<file path="config.mk">
export PLATFORM = sky130hd
export DESIGN_NAME = alu_arbiter
export DESIGN_NICKNAME = d
export VERILOG_FILES = /design/src/rtl/alu_arbiter_pkg.sv /design/src/rtl/alu_arbiter_alu.sv /design/src/rtl/alu_arbiter.sv
export SDC_FILE = /design/constraint.sdc
export NUM_CORES = 1
export LEC_CHECK = 0
export ABC_AREA = 1
export CORE_MARGIN = 2
export CORE_UTILIZATION = 43
export DETAILED_ROUTE_END_ITERATION = 10
export PLACE_DENSITY = 0.7
export SLEW_MARGIN = 30
export SYNTH_ARGS = -nofsm -noshare
export SYNTH_HDL_FRONTEND = slang
export SYNTH_SLANG_ARGS = --single-unit
</file>
<file path="constraint.sdc">
create_clock -name clk -period 9.2 [get_ports clk]
set_clock_uncertainty 0.05 [all_clocks]
set_input_delay 1.84 -clock clk [delete_from_list [all_inputs] [get_ports clk]]
set_output_delay 1.84 -clock clk [all_outputs]
set_load 0.02 [all_outputs]
</file>
<file path="src/rtl/alu_arbiter_pkg.sv">
// Shared constants for the arbitrated ALU: op codes and requester ids.
package alu_arbiter_pkg;

    localparam int unsigned ALU_OP_W = 4;

    localparam logic [ALU_OP_W-1:0] ALU_AND = 4'b0000;
    localparam logic [ALU_OP_W-1:0] ALU_OR  = 4'b0001;
    localparam logic [ALU_OP_W-1:0] ALU_ADD = 4'b0010;
    localparam logic [ALU_OP_W-1:0] ALU_SUB = 4'b0110;

    localparam logic REQ0 = 1'b0;
    localparam logic REQ1 = 1'b1;

endpackage

</file>
<file path="src/rtl/alu_arbiter_alu.sv">
// Combinational ALU: AND/OR/ADD/SUB, wrapping arithmetic, zero flag.
module alu
    import alu_arbiter_pkg::*;
#(
    parameter int unsigned DATA_WIDTH = 64,
    parameter int unsigned OP_WIDTH   = 4
) (
    input  logic [OP_WIDTH-1:0]   operation_i,
    input  logic [DATA_WIDTH-1:0] input_data1_i,
    input  logic [DATA_WIDTH-1:0] input_data2_i,
    output logic [DATA_WIDTH-1:0] result_c_o,
    output logic                  zero_c_o
);

    // Operation decode; unsupported codes yield zero.
    always_comb begin
        result_c_o = '0;
        case (operation_i)
            OP_WIDTH'(ALU_AND): result_c_o = input_data1_i & input_data2_i;
            OP_WIDTH'(ALU_OR):  result_c_o = input_data1_i | input_data2_i;
            OP_WIDTH'(ALU_ADD): result_c_o = input_data1_i + input_data2_i;
            OP_WIDTH'(ALU_SUB): result_c_o = input_data1_i - input_data2_i;
            default:            result_c_o = '0;
        endcase
    end

    assign zero_c_o = (result_c_o == '0);

endmodule

</file>
<file path="src/rtl/alu_arbiter.sv">
// Round-robin arbiter sharing one ALU between two valid/ready requesters,
// with a single registered output stage that supports backpressure.
module alu_arbiter
    import alu_arbiter_pkg::*;
#(
    parameter int unsigned DATA_WIDTH = 64,
    parameter int unsigned OP_WIDTH   = 4
) (
    input  logic                  clk,
    input  logic                  rst_n,
    input  logic                  req0_valid,
    output logic                  req0_ready,
    input  logic [OP_WIDTH-1:0]   req0_operation,
    input  logic [DATA_WIDTH-1:0] req0_input_data1,
    input  logic [DATA_WIDTH-1:0] req0_input_data2,
    input  logic                  req1_valid,
    output logic                  req1_ready,
    input  logic [OP_WIDTH-1:0]   req1_operation,
    input  logic [DATA_WIDTH-1:0] req1_input_data1,
    input  logic [DATA_WIDTH-1:0] req1_input_data2,
    output logic                  out_valid,
    input  logic                  out_ready,
    output logic                  out_id,
    output logic [DATA_WIDTH-1:0] out_result,
    output logic                  out_zero
);

    logic                  out_valid_q;
    logic                  out_id_q;
    logic [DATA_WIDTH-1:0] out_result_q;
    logic                  out_zero_q;
    logic                  last_grant_q;

    logic                  stage_free;
    logic                  grant_vld;
    logic                  grant_id;
    logic [OP_WIDTH-1:0]   alu_op;
    logic [DATA_WIDTH-1:0] alu_a;
    logic [DATA_WIDTH-1:0] alu_b;
    logic [DATA_WIDTH-1:0] alu_result;
    logic                  alu_zero;

    // The stage can take a new op when empty or being drained this cycle.
    assign stage_free = !out_valid_q || out_ready;

    // Round-robin grant: on contention favour the requester not served last.
    always_comb begin
        grant_vld = 1'b0;
        grant_id  = REQ0;
        if (stage_free) begin
            if (req0_valid && req1_valid) begin
                grant_vld = 1'b1;
                grant_id  = !last_grant_q;
            end else if (req0_valid) begin
                grant_vld = 1'b1;
                grant_id  = REQ0;
            end else if (req1_valid) begin
                grant_vld = 1'b1;
                grant_id  = REQ1;
            end
        end
    end

    assign req0_ready = grant_vld && (grant_id == REQ0);
    assign req1_ready = grant_vld && (grant_id == REQ1);

    // Steer the granted requester onto the ALU; idle inputs are all zero.
    always_comb begin
        alu_op = '0;
        alu_a  = '0;
        alu_b  = '0;
        if (grant_vld) begin
            if (grant_id == REQ1) begin
                alu_op = req1_operation;
                alu_a  = req1_input_data1;
                alu_b  = req1_input_data2;
            end else begin
                alu_op = req0_operation;
                alu_a  = req0_input_data1;
                alu_b  = req0_input_data2;
            end
        end
    end

    alu #(
        .DATA_WIDTH (DATA_WIDTH),
        .OP_WIDTH   (OP_WIDTH)
    ) u_alu (
        .operation_i   (alu_op),
        .input_data1_i (alu_a),
        .input_data2_i (alu_b),
        .result_c_o    (alu_result),
        .zero_c_o      (alu_zero)
    );

    // Output stage: load on transfer (also covers drain+reload), clear on pure drain.
    always_ff @(posedge clk or negedge rst_n) begin
        if (!rst_n) begin
            out_valid_q  <= 1'b0;
            out_id_q     <= REQ0;
            out_result_q <= '0;
            out_zero_q   <= 1'b0;
            last_grant_q <= REQ1;
        end else if (grant_vld) begin
            out_valid_q  <= 1'b1;
            out_id_q     <= grant_id;
            out_result_q <= alu_result;
            out_zero_q   <= alu_zero;
            last_grant_q <= grant_id;
        end else if (out_valid_q && out_ready) begin
            out_valid_q  <= 1'b0;
        end
    end

    assign out_valid  = out_valid_q;
    assign out_id     = out_id_q;
    assign out_result = out_result_q;
    assign out_zero   = out_zero_q;

endmodule
</file>
==> results of run 1 <==
metrics by stage:
stage / std cells / hold WS [ns] / utilization (%)
2_1_floorplan: 2777 / 0.394 / -
3_3_place_gp: 3488 / 0.403 / 53.9
3_5_place_dp: 3488 / 0.409 / 53.9
4_1_cts: 3504 / 0.422 / 54.8
5_1_grt: 3504 / 0.445 / 54.8
6_report: 3504 / 0.418 / 54.8
layer usage:
layer | GRT usage (%) | vias to the layer above | part of all wire (%)
li1 | - | 9230 | -
met5 | 0 | - | 0
met4 | 10.7 | 0 | 2.7
met2 | 57.2 | 1165 | 41
met1 | 56.6 | 8823 | 44
met3 | 11.6 | 90 | 13
report_power, final:
group          internal [mW]  switching, mW  leakage (nW)  total (mW)
sequential             0.379         0.0568         0.873       0.436
combinational          0.583           1.07          9.29        1.65
clock                  0.224          0.161         0.149       0.386
logic make-up (layout without fill, tap and decap cells):
| group | Yosys count | count (layout) | synth area share (%) |
|---|---|---|---|
| AND/OR/NAND/NOR | 1708 | 1708 | 49.3 |
| XOR/XNOR | 70 | 70 | 4.26 |
| buffers and inverters | 576 | 855 | 16.3 |
| AO/OA/AOI/OAI | 266 | 266 | 10.9 |
| flip-flops | 68 | 68 | 11.8 |
| adder cells (fa/ha/maj) | 89 | 89 | 7.40 |
sequential cells by signal, summed over array words and instances (netlist names):
register and cells:
out_valid 1, out_result 64, last_grant_q 1, out_zero 1
out_id 1
path summary, 6_finish.rpt:
| path | from | endpoint | slack (ns) | cells past startpoint |
|---|---|---|---|---|
| max in group asynchronous | rst_n | out_result[15]$_DFFE_PN0P_ | 6.66 | 2 |
| worst min register to register | out_id$_DFFE_PN0P_ | out_id$_DFFE_PN0P_ | 0.42 | 2 |
| worst max-delay path | out_ready | out_zero$_DFFE_PN0P_ | 0.69 | 37 |
| min in group asynchronous | rst_n | out_result[51]$_DFFE_PN0P_ | 1.37 | 1 |
| worst max register to register | last_grant_q$_DFFE_PN1P_ | out_zero$_DFFE_PN0P_ | 2.17 | 33 |
| worst min-delay path | out_id$_DFFE_PN0P_ | out_id$_DFFE_PN0P_ | 0.42 | 2 |
layout by cell type, fill, tap and decap left out, types with 2 or more instances in the layout:
cell type and n:
inv_2 8, clkbuf_8 2, nand3_2 3, o21ai_1 11, nand2_2 5, nor3_1 20, o21ai_0 78, clkbuf_16 9
a22o_1 36, dfrtp_1 67, xnor2_1 6, o21bai_1 10, clkinv_2 2, nand3_1 228, o31ai_1 4, inv_1 478
nor4_1 3, clkdlybuf4s50_1 335, maj3_1 22, nor2_2 9, nor2_4 2, nand4_1 87, and3_1 3, o211ai_1 8
nand3b_1 10, o22ai_1 3, ha_1 66, nor2_1 276, a31oi_1 3, nand2_1 1050, xor2_1 64, or2_2 6
a22oi_1 7, a21o_1 2, buf_4 15, a21oi_1 99
layout make-up:
class | count | area, um2
clock buffer | 12 | 256
clock inverter | 4 | 47.5
fill | 3571 | 15000
inverter | 487 | 1830
multi-input combinational | 2133 | 10400
sequential | 68 | 1700
tap | 448 | 561
timing repair buffer | 352 | 3480
worst max-delay path, delay by kind of cell:
| family | cells | cell delay, ns |
|---|---|---|
| compound gates | 3 | 0.35 |
| fa+ha+maj | 1 | 0.48 |
| buf+inv | 9 | 2.21 |
| xor+xnor | 1 | 0.19 |
| simple gates | 23 | 3.64 |
==> results.yml, run 1 <==
global_route:
  grt_max_degree: 95
  antenna_found_initial: 0
  grt_use_total_pct: 39.5
  grt_pass1_vias: 17700
  overflow: 0
  grt_pass1_wl_um: 105000
floorplan:
  initial_core_util_pct: 43.3
  die_x_um: 187
  die_area_um2: 35000
  rows: 67
  die_height_um: 187
  core_um2: 33300
  io_pins: 338
yosys:
  synth_cell_types: 49
  yosysTopAreaCell: "nand2_1"
  ys.warnings.count: 0
  synth.ff_latch_count: 68
  synth_nets: 3113
  synthMostInstantiatedCell: "nand2_1"
  synthTopCellsByArea: "nand2_1 (27%), inv_1 (12%), dfrtp_1 (12%)"
  yosysSeqAreaShare_pct: 11.8
  synth_edf_count: 0
  syn_avg_cell_area_um2: 5.19
  netlist.area_leader.share_pct: 27.4
  synth_ff_type: "dfrtp_1"
  synth_commonest_cells: "nand2_1 (1051), inv_1 (478), nor2_1 (277)"
  async_reset_ff_share_pct: 100
  synthCells: 2777
  netlist_area_um2: 14400
placement:
  numPortBuffers: 337
  dpl_cell_area_um2: 17900
  gp_congestion: 1.11
  dp_slack_ns: 0.458
  dp_hpwl_um: 59600
power:
  ir_drop_uv: 106
  pwr_density_cell_nw_per_um2: 135
  total_power_mw: 2.47
  leakagePower_nw: 10.3
critical_path:
  cpMaxStageDelayCell: "nand3_2"
  arrival_ns: 8.76
  path_class: "in2reg"
  startpoint_type: "input pin"
  max_stage_delay_ns: 0.57
  cp_common_cell: "nand2_1"
  worstPathRequired_ns: 9.46
  cp-end-kind: "flip-flop"
  crit_fanout: 35
run_status:
  outcome: "finished, final reports clean"
sta:
  maxSlewHeadroom_pct: 28.5
  tns_ns: 0
  finalMaxSlewViolations: 0
  min_period_over_period_pct: 92.4
  setup_viol: 0
  tightest_slew_ns: 1.06
  setup_ws_ns: 0.695
  max_freq_ghz: 0.118
  finalHoldViolCount: 0
  period_needed_ns: 8.51
  rsz0062_at_grt: "no"
detailed_routing:
  totalWireLength_um: 71300
  route.detailed.wl_per_inst_um: 20.3
  ant_nets: 0
  dr.pass1.iters: 6
  num_vias: 19300
  drt_iter0_drc: 2452
  vias_per_cell: 5.51
  drc_errors: 0
clock_network:
  clock-root-buffer: "clkbuf_16"
  cts_tree: "yes"
  cts_buffer_depth: 2
  htreeDepth: 3
  holdBufCountCts: 0
  ctsResizeCount: 0
  path_clk_slew_ns: 0.06
  cts_setup_buffers: 0
  cts_made_buffers: 9
  clkLatencyLatePin_ns: 0.37
  clock-sinks: 68
job:
  maxCapViolations: 0
layout:
  nNetsFinal: 3387
  syn_to_final_growth_pct: 26.7
  antenna_cells: 0
  final_area_um2: 18200
  drive_above_1_share_pct: 2.36
min_path:
  min_path_type: "reg2reg"
(Power assumes the default switching activity.)
==> run 2, diff against run 1 <==
--- a/config.mk
+++ b/config.mk
@@ -9,7 +9,7 @@
 export CORE_MARGIN = 2
 export CORE_UTILIZATION = 43
 export DETAILED_ROUTE_END_ITERATION = 10
-export PLACE_DENSITY = 0.7
+export PLACE_DENSITY = 0.77
 export SLEW_MARGIN = 30
 export SYNTH_ARGS = -nofsm -noshare
 export SYNTH_HDL_FRONTEND = slang
==> run 2 against run 1 <==
  * Die area unchanged
  * Non-clock buffer count unchanged
  * First-iteration DRC count increased by 11%
  * Combinational power about the same
  * Sequential share of layout area about the same
  * Design area decreased by 0.16%
  * Clock-buffer cell count increased by 1
  * Worst setup slack got worse by 0.18 ns
  * Global-route usage increased by 1.3 points
  * Largest cell class unchanged
  * Highest routed layer is now met5
==> results.yml, run 2 (synthesized netlist as in run 1, its figures left out) <==
floorplan:
  die_area_um2: 35000
  io_pins: 338
  die_x_um: 187
  rows: 67
  core_um2: 33300
  die_height_um: 187
  initial_core_util_pct: 43.3
clock_network:
  htreeDepth: 3
  clock-root-buffer: "clkbuf_16"
  path_clk_slew_ns: 0.06
  clkLatencyLatePin_ns: 0.38
  cts_buffer_depth: 2
  cts_made_buffers: 9
  cts_tree: "yes"
  holdBufCountCts: 0
  ctsResizeCount: 0
  clock-sinks: 68
  cts_setup_buffers: 0
critical_path:
  worstPathRequired_ns: 9.47
  path_class: "in2reg"
  crit_fanout: 97
  startpoint_type: "input pin"
  cpMaxStageDelayCell: "buf_4"
  arrival_ns: 8.96
  max_stage_delay_ns: 0.70
  cp-end-kind: "flip-flop"
  cp_common_cell: "nand2_1"
global_route:
  antenna_found_initial: 0
  grt_use_total_pct: 40.8
  grt_max_degree: 98
  overflow: 0
  grt_pass1_wl_um: 108000
  grt_pass1_vias: 17800
sta:
  maxSlewHeadroom_pct: 37.5
  max_freq_ghz: 0.115
  setup_ws_ns: 0.514
  rsz0062_at_grt: "no"
  setup_viol: 0
  finalMaxSlewViolations: 0
  tightest_slew_ns: 0.937
  tns_ns: 0
  period_needed_ns: 8.69
  finalHoldViolCount: 0
  min_period_over_period_pct: 94.4
detailed_routing:
  routed-wl-met3_um: 9090
  drc_errors: 0
  num_vias: 19600
  met2_length_um: 30100
  route.detailed.wl_per_inst_um: 20.9
  dr.pass1.iters: 6
  highest_layer: "met5"
  vias_per_cell: 5.61
  met1_length_um: 32100
  ant_nets: 0
  totalWireLength_um: 73300
  drt_iter0_drc: 2729
power:
  ir_drop_uv: 107
  p_switching_mw: 1.31
  power_frac_seq_pct: 18.0
  clkPwrFrac_pct: 14.6
  leakagePower_nw: 10.3
  p_sw_share_pct: 53.0
  pwr_density_cell_nw_per_um2: 135
  power_frac_comb_pct: 67.5
  p_int_mw: 1.16
job:
  maxCapViolations: 0
placement:
  numPortBuffers: 337
  dp_slack_ns: 0.479
  dp_hpwl_um: 61600
  gp_congestion: 1.07
layout:
  fillers: 3538
  antenna_cells: 0
  multi_input_area_um2: 10400
  final_cell_mix: "nand2_1 (1050), inv_1 (478), clkdlybuf4s50_1 (335), nor2_1 (276), nand3_1 (228)"
  largest_register_ffs: 64
  layout.area.seq_um2: 1700
  final_common_cell: "nand2_1"
  syn_to_final_growth_pct: 26.5
  nNetsFinal: 3387
  drive_above_1_share_pct: 2.29
min_path:
  min_path_type: "reg2reg"
run_status:
  outcome: "finished, final reports clean"
-- run 2: power groups by stage --
stage | clock (mW) | combinational, mW | sequential (mW)
2_1_floorplan | 0 | 0.834 | 0.523
3_3_place_gp | 0 | 1.59 | 0.438
3_5_place_dp | 0 | 1.60 | 0.441
4_1_cts | 0.354 | 1.60 | 0.438
5_1_grt | 0.362 | 1.77 | 0.447
6_report | 0.359 | 1.66 | 0.442
-- run 2: final cells by class --
class	count	share of cell area, %
tap	448	3.08
clock buffer	13	1.43
timing repair buffer	352	19.1
sequential	68	9.35
inverter	487	10.0
clock inverter	2	0.0549
multi-input combinational	2133	56.9
-- run 2: worst paths after layout --
check	from	to	slack, ns	cells after the start
min	out_id$_DFFE_PN0P_	out_id$_DFFE_PN0P_	0.42	2
min reg2reg	out_id$_DFFE_PN0P_	out_id$_DFFE_PN0P_	0.42	2
max reg2reg	last_grant_q$_DFFE_PN1P_	out_zero$_DFFE_PN0P_	1.94	34
max in group asynchronous	rst_n	out_result[41]$_DFFE_PN0P_	7.07	1
max	req0_valid	out_zero$_DFFE_PN0P_	0.51	35
min in group asynchronous	rst_n	out_result[9]$_DFFE_PN0P_	1.44	1
-- run 2: metrics by stage --
stage | instances | hold WS [ns] | power (mW) | utilization (%) | cell area (um2)
3_5_place_dp | 3488 | 0.408 | 2.04 | 53.9 | 17900
2_1_floorplan | 2777 | 0.394 | 1.36 | - | 14400
5_1_grt | 3503 | 0.449 | 2.58 | 54.7 | 18200
3_3_place_gp | 3488 | 0.405 | 2.03 | 53.9 | 17900
4_1_cts | 3503 | 0.423 | 2.40 | 54.7 | 18200
6_report | 3503 | 0.422 | 2.46 | 54.7 | 18200
-- run 2: per-layer routing --
metal  global-route usage (%)  vias to the layer above
li1                         -                     9228
met1                     58.3                     8999
met2                     60.1                     1305
met3                     11.4                      105
met4                     10.1                        4
met5                     1.10                        -
-- run 2: critical path: cells and delay by family --
kind | cells | cell delay (ns)
AO/OA/AOI/OAI | 5 | 1.16
XOR/XNOR | 1 | 0.34
adder cells (fa/ha/maj) | 2 | 0.69
buffers and inverters | 5 | 1.49
AND/OR/NAND/NOR | 22 | 3.43
